### config.mk
export PLATFORM = sky130hd
export DESIGN_NAME = seq_divider
export DESIGN_NICKNAME = d
export VERILOG_FILES = /design/src/rtl/seq_divider.sv
export SDC_FILE = /design/constraint.sdc
export NUM_CORES = 1
export LEC_CHECK = 0
export ABC_AREA = 0
export BUFFER_PORTS_ARGS = -buffer_cell sky130_fd_sc_hd__buf_2
export CAP_MARGIN = 20
export CORE_UTILIZATION = 50
export DETAILED_ROUTE_END_ITERATION = 8
export HOLD_SLACK_MARGIN = 0.02
export PLACE_DENSITY = 0.71
export SYNTH_ARGS = -nofsm -noshare
export SYNTH_HDL_FRONTEND = slang
export SYNTH_SLANG_ARGS = --single-unit
### constraint.sdc
create_clock -name clk -period 6.1 [get_ports clk]
set_clock_uncertainty 0.2 [all_clocks]
set_input_delay 0.305 -clock clk [delete_from_list [all_inputs] [get_ports clk]]
set_output_delay 0.305 -clock clk [all_outputs]
set_load 0.01 [all_outputs]
### src/rtl/seq_divider.sv
`default_nettype none
// ============================================================================
// Module   : seq_divider
// Brief    : Iterative restoring divider for UDIV/SDIV, one quotient bit per
//            clock, with sign pre/post-correction for signed operands.
// Revision : 1.0  initial release
// ============================================================================
module seq_divider #(
    parameter int WIDTH = 32
) (
    input  logic             clk,
    input  logic             reset,
    input  logic             start,
    input  logic             is_signed,
    input  logic [WIDTH-1:0] dividend,
    input  logic [WIDTH-1:0] divisor,
    output logic             busy,
    output logic             done,
    output logic [WIDTH-1:0] quotient,
    output logic [WIDTH-1:0] remainder,
    output logic             div_by_zero
);

    localparam int              c_cw       = (WIDTH > 1) ? $clog2(WIDTH) : 1;
    localparam logic [c_cw-1:0] c_cnt_init = c_cw'(WIDTH - 1);

    typedef enum logic [1:0] {
        S_IDLE = 2'd0,
        S_CALC = 2'd1,
        S_FIX  = 2'd2,
        S_DONE = 2'd3
    } state_t;

    state_t            r_state;
    state_t            w_state_next;

    logic [WIDTH-1:0]  r_dvd;
    logic [WIDTH-1:0]  r_rem;
    logic [WIDTH-1:0]  r_dsr;
    logic [c_cw-1:0]   r_cnt;
    logic              r_neg_q;
    logic              r_neg_r;
    logic [WIDTH-1:0]  r_quotient;
    logic [WIDTH-1:0]  r_remainder;
    logic              r_div_by_zero;

    logic              w_launch;
    logic              w_dsr_zero;
    logic              w_dvd_neg;
    logic              w_dsr_neg;
    logic [WIDTH-1:0]  w_dvd_abs;
    logic [WIDTH-1:0]  w_dsr_abs;
    logic [WIDTH:0]    w_trial;
    logic [WIDTH:0]    w_diff;
    logic              w_qbit;

    assign w_launch   = start && ((r_state == S_IDLE) || (r_state == S_DONE));
    assign w_dsr_zero = (divisor == '0);
    assign w_dvd_neg  = is_signed && dividend[WIDTH-1];
    assign w_dsr_neg  = is_signed && divisor[WIDTH-1];
    // -(most negative) wraps to itself, which is the correct unsigned magnitude
    assign w_dvd_abs  = w_dvd_neg ? -dividend : dividend;
    assign w_dsr_abs  = w_dsr_neg ? -divisor  : divisor;

    // Top bit of the difference is the borrow: clear means the subtract fits
    assign w_trial = {r_rem, r_dvd[WIDTH-1]};
    assign w_diff  = w_trial - {1'b0, r_dsr};
    assign w_qbit  = ~w_diff[WIDTH];

    always_ff @(posedge clk or posedge reset) begin
        if (reset) begin
            r_state <= S_IDLE;
        end else begin
            r_state <= w_state_next;
        end
    end

    always_comb begin
        w_state_next = r_state;
        case (r_state)
            S_IDLE, S_DONE: begin
                if (w_launch) begin
                    w_state_next = w_dsr_zero ? S_DONE : S_CALC;
                end else begin
                    w_state_next = S_IDLE;
                end
            end
            S_CALC: begin
                if (r_cnt == '0) begin
                    w_state_next = S_FIX;
                end
            end
            S_FIX:   w_state_next = S_DONE;
            default: w_state_next = S_IDLE;
        endcase
    end

    always_ff @(posedge clk or posedge reset) begin
        if (reset) begin
            r_dvd         <= '0;
            r_rem         <= '0;
            r_dsr         <= '0;
            r_cnt         <= '0;
            r_neg_q       <= 1'b0;
            r_neg_r       <= 1'b0;
            r_quotient    <= '0;
            r_remainder   <= '0;
            r_div_by_zero <= 1'b0;
        end else begin
            case (r_state)
                S_IDLE, S_DONE: begin
                    if (w_launch) begin
                        if (w_dsr_zero) begin
                            // Non-trapping divide by zero: result is immediate
                            r_quotient    <= '0;
                            r_remainder   <= dividend;
                            r_div_by_zero <= 1'b1;
                        end else begin
                            r_dvd         <= w_dvd_abs;
                            r_dsr         <= w_dsr_abs;
                            r_rem         <= '0;
                            r_cnt         <= c_cnt_init;
                            r_neg_q       <= w_dvd_neg ^ w_dsr_neg;
                            r_neg_r       <= w_dvd_neg;
                            r_div_by_zero <= 1'b0;
                        end
                    end
                end
                S_CALC: begin
                    r_rem <= w_qbit ? w_diff[WIDTH-1:0] : w_trial[WIDTH-1:0];
                    r_dvd <= {r_dvd[WIDTH-2:0], w_qbit};
                    if (r_cnt != '0) begin
                        r_cnt <= r_cnt - c_cw'(1);
                    end
                end
                S_FIX: begin
                    // Truncation toward zero; remainder follows the dividend's sign
                    r_quotient  <= r_neg_q ? -r_dvd : r_dvd;
                    r_remainder <= r_neg_r ? -r_rem : r_rem;
                end
                default: ;
            endcase
        end
    end

    assign busy        = (r_state == S_CALC) || (r_state == S_FIX);
    assign done        = (r_state == S_DONE);
    assign quotient    = r_quotient;
    assign remainder   = r_remainder;
    assign div_by_zero = r_div_by_zero;

endmodule
`default_nettype wire
==> results.txt, run 1 <==
sequential area share after synthesis - 36.4%
WP data arrival - 4.18 ns
Post-CTS Setup Repair Bufs - 0
Fin Setup TNS - 0 ns
# nets final - 1,648
Area growth syn-to-layout - 13.9%
Yosys cell types - 69
H-tree Lvls - 4
synthesized area - 11,700 um^2
CTS root buffer - clkbuf_16
Via-to-Cell Ratio - 5.65
fin worst setup slack - 2.05 ns
DP Wirelength - 23,000 um
Initial Utilization - 51.3%
share of layout cells above drive strength 1 - 13.3%
CTS tree - yes
Ys Warns - 0
RSZ-0062 raised after global routing - no
Site Rows - 55
Mapped Cells - 1,429
CTS sink cnt - 170
Required @ worst endpoint - 6.23 ns
via count of the first global-routing pass - 9,717
critical path launch point type - primary input
static leakage - 6.01 nW
Avg WL per Cell - 16.3 um
Mapped Nets - 1,539
DR vias - 10,500
Die Area - 24,000 um^2
Yosys top cell area share - 36.4%
antenna viol nets, final - 0
first-pass GRT wire length - 49,800 um
FF+latch area - 4250 um^2
Hold Crit Class - primary input to register
die height - 155 um
worst slew margin relative to its limit - 30.1%
nature of the critical path endpoint - register
DRC Markers - 0
Clock Pin Slew Worst Setup and Hold Paths - 0.07 ns
PnR Total Power - 5.94 mW
largest cells by area after synthesis - dfrtp_1 (36%), o21ai_0 (8.1%), nand2_1 (7.2%)
pre-CTS setup slack - 2.20 ns
fmax - 247 MHz
Slew Limit Fails - 0
number of synthesized flops with an enable pin - 0
syn_area_per_cell - 8.18 um^2
Crit Path Category - primary input to register
GRT Overall Usage - 26.1%
Slew @ Worst Pin - 1.02 ns
Die X - 155 um
Resized Gates After CTS - 0
gr ovfl total - 0
Synth Register Bits - 170
status - finished clean
Pwr per Cell Area - 446 nW/um^2
fin crit share - 66.4%
Final Hold Viols - 0
I/O Buffers - 134
CORE AREA - 22,800 um^2
Worst Path Max Fanout - 67
Filler Cells Inserted - 2,069
Iteration-0 DRC Markers - 767
minimum clock period - 4.05 ns
CTS buffer count - 17
DRT Pass-1 Iters - 5
top-level I/O count - 135
maximum buffer depth of the clock tree - 2
Async SR Flop Fraction - 100%
initial antenna violation count - 1
max_cap viols - 0
GP Congestion - 0.918
Top FF cell, synth - dfrtp_1
worst vdd ir - 0.277 mV
largest net degree at the start of global routing - 97
leading area contributor after synthesis - dfrtp_1
Multi-input gate area - 6940 um^2
final wirelength - 30,500 um
Worst Hold Margin - 0.0252 ns
final setup vio count - 0
clock latency on the worst-skew pair - 0.43 ns
[kinds of logic after synthesis]
kind of cell	count (synthesis)	synth area share, %
compound gates	432	21.6
xor+xnor	141	10.6
fa+ha+maj	42	4.56
buf+inv	135	4.55
flops	170	36.4
mux	40	3.48
simple gates	469	18.9
[placed cells by master (no fill, tap or decap), types with 8 or more instances in the layout]
master	count
and2_1	11
xor2_1	79
nor2_1	89
or3_1	22
inv_1	61
a21o_1	13
nand3_1	19
mux2i_1	35
dlygate4sd3_1	21
ha_1	39
a31oi_1	13
nor3_1	22
nor2b_1	12
o31ai_1	30
xnor2_1	62
o21ai_0	189
o41ai_1	10
a21oi_1	110
buf_2	134
nand4_1	8
nand2b_1	14
dfrtp_1	170
buf_4	8
nor4_1	10
nand2_1	225
clkbuf_16	17
o21ai_1	15
[layer usage]
layer / GRT usage, % / up-vias / share of wire [%]
met3: 4.74 / 55 / 5.1
li1: - / 5227 / -
met2: 41.4 / 321 / 45
met1: 34.7 / 4940 / 46
met5: 0 / - / 0
met4: 11.9 / 0 / 3.9
[registers in the layout (all words and copies together), names as in the netlist]
signal / cells
quotient: 32
r_dsr: 32
r_dvd: 32
r_rem: 32
remainder: 32
r_cnt: 5
r_state: 2
div_by_zero: 1
r_neg_q: 1
r_neg_r: 1
[where the power goes]
| group | switching [mW] | total (mW) | internal [mW] | leakage, nW |
|---|---|---|---|---|
| Sequential | 0.380 | 1.94 | 1.56 | 2.14 |
| Clock | 0.476 | 1.05 | 0.576 | 0.281 |
| Combinational | 1.85 | 2.95 | 1.10 | 3.59 |
[worst max-delay path: stages]
cell	delay (ns)
dlygate4sd3_1	0.53
buf_2	0.14
or4_1	0.53
or4_4	0.50
nor4_4	0.48
nor2_4	0.07
a21oi_4	0.66
buf_4	0.62
nand2_1	0.16
o21ai_0	0.13
[timing repair]
| item | CTS | global route |
|---|---|---|
| hold buffers | 21 | 0 |
| endpoints found under the hold margin | 86 | 0 |
| endpoints found under the setup margin | 0 | 0 |
[through the flow]
stage,utilization [%],cell area [um^2],cells
floorplan,-,11700,1429
global placement,55.1,12600,1811
detailed placement,55.1,12600,1811
CTS,58.5,13300,1864
global route,58.5,13300,1865
finish,58.5,13300,1865
[Yosys cell counts, types with 15 or more instances]
library cell	n
a21oi_1	111
clkbuf_1	53
dfrtp_1	170
ha_1	41
inv_1	62
mux2i_1	35
nand2_1	225
nand3_1	19
nor2_1	90
nor3_1	22
o21ai_0	189
o21ai_1	15
o31ai_1	30
or3_1	22
xnor2_1	62
xor2_1	79
[final cells by class]
type / instances / share of cell area (%)
multi-input combinational: 1124 / 52.1
clock buffer: 18 / 3.30
tap: 313 / 2.94
antenna: 1 / 0.0188
clock inverter: 14 / 0.901
sequential: 170 / 31.9
timing repair buffer: 163 / 7.06
inverter: 62 / 1.78
[final timing paths]
| check | startpoint | slack [ns] | cells past startpoint | to |
|---|---|---|---|---|
| setup / recovery | divisor[15] | 2.05 | 10 | r_dvd[21] |
| hold / removal | dividend[26] | 0.03 | 3 | remainder[26] |
| setup reg to reg | r_dvd[31] | 2.29 | 12 | r_rem[0] |
| hold reg to reg | quotient[10] | 0.27 | 2 | quotient[10] |
| max in group asynchronous | reset | 4.12 | 4 | r_dsr[3] |
| min in group asynchronous | reset | 0.30 | 3 | quotient[27] |
No activity file was read; power rests on OpenSTA's default activity.
==> inputs of run 2 (changes only) <==
--- a/config.mk
+++ b/config.mk
@@ -5,13 +5,13 @@
 export SDC_FILE = /design/constraint.sdc
 export NUM_CORES = 1
 export LEC_CHECK = 0
-export ABC_AREA = 0
+export ABC_AREA = 1
 export BUFFER_PORTS_ARGS = -buffer_cell sky130_fd_sc_hd__buf_2
 export CAP_MARGIN = 20
 export CORE_UTILIZATION = 50
 export DETAILED_ROUTE_END_ITERATION = 8
 export HOLD_SLACK_MARGIN = 0.02
-export PLACE_DENSITY = 0.71
+export PLACE_DENSITY = 0.73
 export SYNTH_ARGS = -nofsm -noshare
 export SYNTH_HDL_FRONTEND = slang
 export SYNTH_SLANG_ARGS = --single-unit
==> constraint.sdc (replaced) <==
create_clock -name clk -period 3.64 [get_ports clk]
set_clock_uncertainty 0.2 [all_clocks]
set_input_delay 0.182 -clock clk [delete_from_list [all_inputs] [get_ports clk]]
set_output_delay 0.182 -clock clk [all_outputs]
set_load 0.01 [all_outputs]
==> run 2 against run 1 <==
Compared with the run above: final cell count is 45% higher; area after synthesis is 18% higher; hold slack better by 0.023 ns; critical path type is now register to register; critical endpoint is now r_dvd[0]; largest cell class unchanged; highest routed layer unchanged.
==> results.txt, run 2 <==
status - finished clean
leading area contributor after synthesis - dfrtp_1
ant diodes - 0 (-1)
Yosys cell types - 47 (-32%)
most common cell after layout, fill and taps aside - nand2_1
Die Area - 28,200 um^2 (+17%)
final setup vio count - 0 (unchanged)
RSZ-0062 raised after global routing - no
die height - 168 um (+8.4%)
Via-to-Cell Ratio - 5.43 (-4.0%)
Fin Setup TNS - 0 ns (unchanged)
Synth Register Bits - 170 (unchanged)
Initial Utilization - 51.1% (-0.29 points)
Avg WL per Cell - 16.7 um (+2.3%)
static leakage - 8.70 nW (+45%)
Most Frequent Cell on Critical Path - nand2_4
via count of the first global-routing pass - 13,900 (+43%)
WP buf/inv - 2 (-1)
Post-Layout Cell Count - 2,712 (+45%)
Pwr per Cell Area - 1090 nW/um^2 (+150%)
CTS tree - yes
clock latency on the worst-skew pair - 0.44 ns (about the same)
Final Hold Viols - 0 (unchanged)
CORE AREA - 27,000 um^2 (+18%)
max_cap viols - 0 (unchanged)
Slew @ Worst Pin - 1.11 ns (+0.0885 ns)
Yosys top cell area share - 30.9% (-5.5 points)
Slew Limit Fails - 0 (unchanged)
top-level I/O count - 135 (unchanged)
largest cells by area after synthesis - dfrtp_1 (31%), nand2_1 (20%), inv_1 (8.5%)
critical path's top delay family - simple AND/OR/NAND/NOR gates
number of synthesized flops with an enable pin - 0 (unchanged)
Die X - 168 um (+8.4%)
DP Wirelength - 34,800 um (+51%)
Ys Warns - 0 (unchanged)
# nets final - 2,468 (+50%)
Crit path largest cell delay - 0.40 ns (-0.26 ns)
fmax - 362 MHz
minimum clock period - 2.76 ns
final wirelength - 45,400 um (+49%)
syn_area_per_cell - 6.26 um^2 (-24%)
top cells by count, synth - nand2_1 (734), inv_1 (311), nand3_1 (233)
most frequent cell after synthesis - nand2_1
antenna viol nets, final - 0 (unchanged)
R2R depth - 16 (+4)
fin crit share - 75.8%
Iteration-0 DRC Markers - 1,524 (+99%)
M1 GR Usage - 43.1% (+8.4 points)
Area growth syn-to-layout - 14.8%
Top FF cell, synth - dfrtp_1
Required @ worst endpoint - 3.79 ns (-2.44 ns)
worst slew margin relative to its limit - 26.0% (-4.1 points)
Clock Pin Slew Worst Setup and Hold Paths - 0.07 ns (about the same)
synthesized area - 13,800 um^2 (+18%)
worst vdd ir - 0.514 mV (+85%)
PnR Total Power - 17.3 mW (+190%)
Post-CTS Setup Repair Bufs - 0 (unchanged)
CTS sink cnt - 170 (unchanged)
largest net degree at the start of global routing - 171 (+76%)
first-pass GRT wire length - 71,600 um (+44%)
I/O Buffers - 134 (unchanged)
DRC Markers - 0 (unchanged)
WP data arrival - 2.91 ns (-1.27 ns)
M2 GR Usage - 53.8% (+12 points)
DR vias - 14,700 (+40%)
Crit Path Category - register to register
Worst Path Max Fanout - 16 (-76%)
cells along the critical path - inv_1 -> ha_1 -> fa_1 -> inv_1 -> nand2_1 -> nand2_1 -> nand3_1 -> nand2_2 -> nand2_2 -> nand2_2 -> nand2_4 -> nand2_4 -> nand2_4 -> nand2_4 -> nand2_1 -> a21boi_0
Site Rows - 60 (+9.1%)
Hold Crit Class - primary input to register
GRT Overall Usage - 32.5% (+6.4 points)
H-tree Lvls - 4 (unchanged)
maximum buffer depth of the clock tree - 2 (unchanged)
Mapped Cells - 2,200 (+54%)
cell depth of the worst hold path - 5 (+2)
# hold bufs at CTS - 58 (+180%)
CTS buffer count - 17 (unchanged)
most frequent cells in the layout - nand2_1 (734), inv_1 (310), nand3_1 (233)
share of layout cells above drive strength 1 - 9.57% (-3.7 points)
Resized Gates After CTS - 0 (unchanged)
WP depth - 16 (+6)
Critical-path top delay cell - fa_1
critical path launch point type - register
Filler Cells Inserted - 2,660 (+29%)
placed instance count - 2,622 (+45%)
sequential area share after synthesis - 30.9% (-5.5 points)
GP Congestion - 0.972 (+5.9%)
CTS root buffer - clkbuf_16
GRT Max-Usage Layer - met2
nature of the critical path endpoint - register
Async SR Flop Fraction - 100% (unchanged)
Mapped Nets - 2,310 (+50%)
DRT Pass-1 Iters - 5 (unchanged)
gr ovfl total - 0 (unchanged)
GR Util met3 - 3.46% (-1.3 points)
initial antenna violation count - 0 (-1)
run 2: per-stage QoR:
step	area [um^2]	hold slack [ns]	worst slack [ns]	utilization, %
6_report	15800	0.0484	0.881	58.6
4_1_cts	15800	0.0262	0.893	58.6
2_1_floorplan	13800	0.120	1.09	-
3_3_place_gp	14600	0.261	0.977	54.3
5_1_grt	15800	0.0613	0.607	58.6
3_5_place_dp	14600	0.265	0.896	54.3
run 2: cells by family (layout without fill, tap and decap cells):
family	after synthesis	in the layout	share of synthesized area, %
AO/OA/AOI/OAI	282	282	11.1
XOR/XNOR	73	73	4.65
adder cells (fa/ha/maj)	42	42	3.87
buffers and inverters	389	560	11.3
flip-flops	170	170	30.9
AND/OR/NAND/NOR	1244	1244	38.2
run 2: cell type report:
type | instances | area, um^2 | share of cell area (%)
clock buffer | 19 | 443 | 2.80
clock inverter | 13 | 129 | 0.816
inverter | 322 | 1210 | 7.68
multi-input combinational | 1641 | 7960 | 50.4
sequential | 170 | 4250 | 26.9
tap | 341 | 427 | 2.70
timing repair buffer | 206 | 1370 | 8.67
run 2: where the power goes:
part | switching (mW) | internal [mW] | total (mW)
clock network | 0.886 | 0.927 | 1.81
registers | 0.827 | 2.84 | 3.66
logic | 8.04 | 3.76 | 11.8
total | 9.76 | 7.52 | 17.3
run 2: worst register-to-register path, delay by kind of cell (launching register included):
family | cells | cell delay (ns)
AO/OA/AOI/OAI | 1 | 0.18
flip-flops | 1 | 0.36
adder cells (fa/ha/maj) | 2 | 0.65
AND/OR/NAND/NOR | 11 | 1.05
buffers and inverters | 2 | 0.23
run 2: final timing paths:
| path | from | end | slack (ns) |
|---|---|---|---|
| setup reg to reg | r_dvd[31] | r_dvd[0] | 0.88 |
| hold / removal | dividend[30] | r_dvd[30] | 0.05 |
| min in group asynchronous | reset | remainder[3] | 0.26 |
| setup / recovery | r_dvd[31] | r_dvd[0] | 0.88 |
| max in group asynchronous | reset | r_rem[1] | 2.06 |
| hold reg to reg | remainder[29] | remainder[29] | 0.28 |
run 2: layer usage:
metal / routed length [um] / vias to the layer above
li1: - / 7272
met1: 19900 / 6780
met2: 20700 / 563
met3: 2730 / 98
met4: 1940 / 0
met5: 0 / -
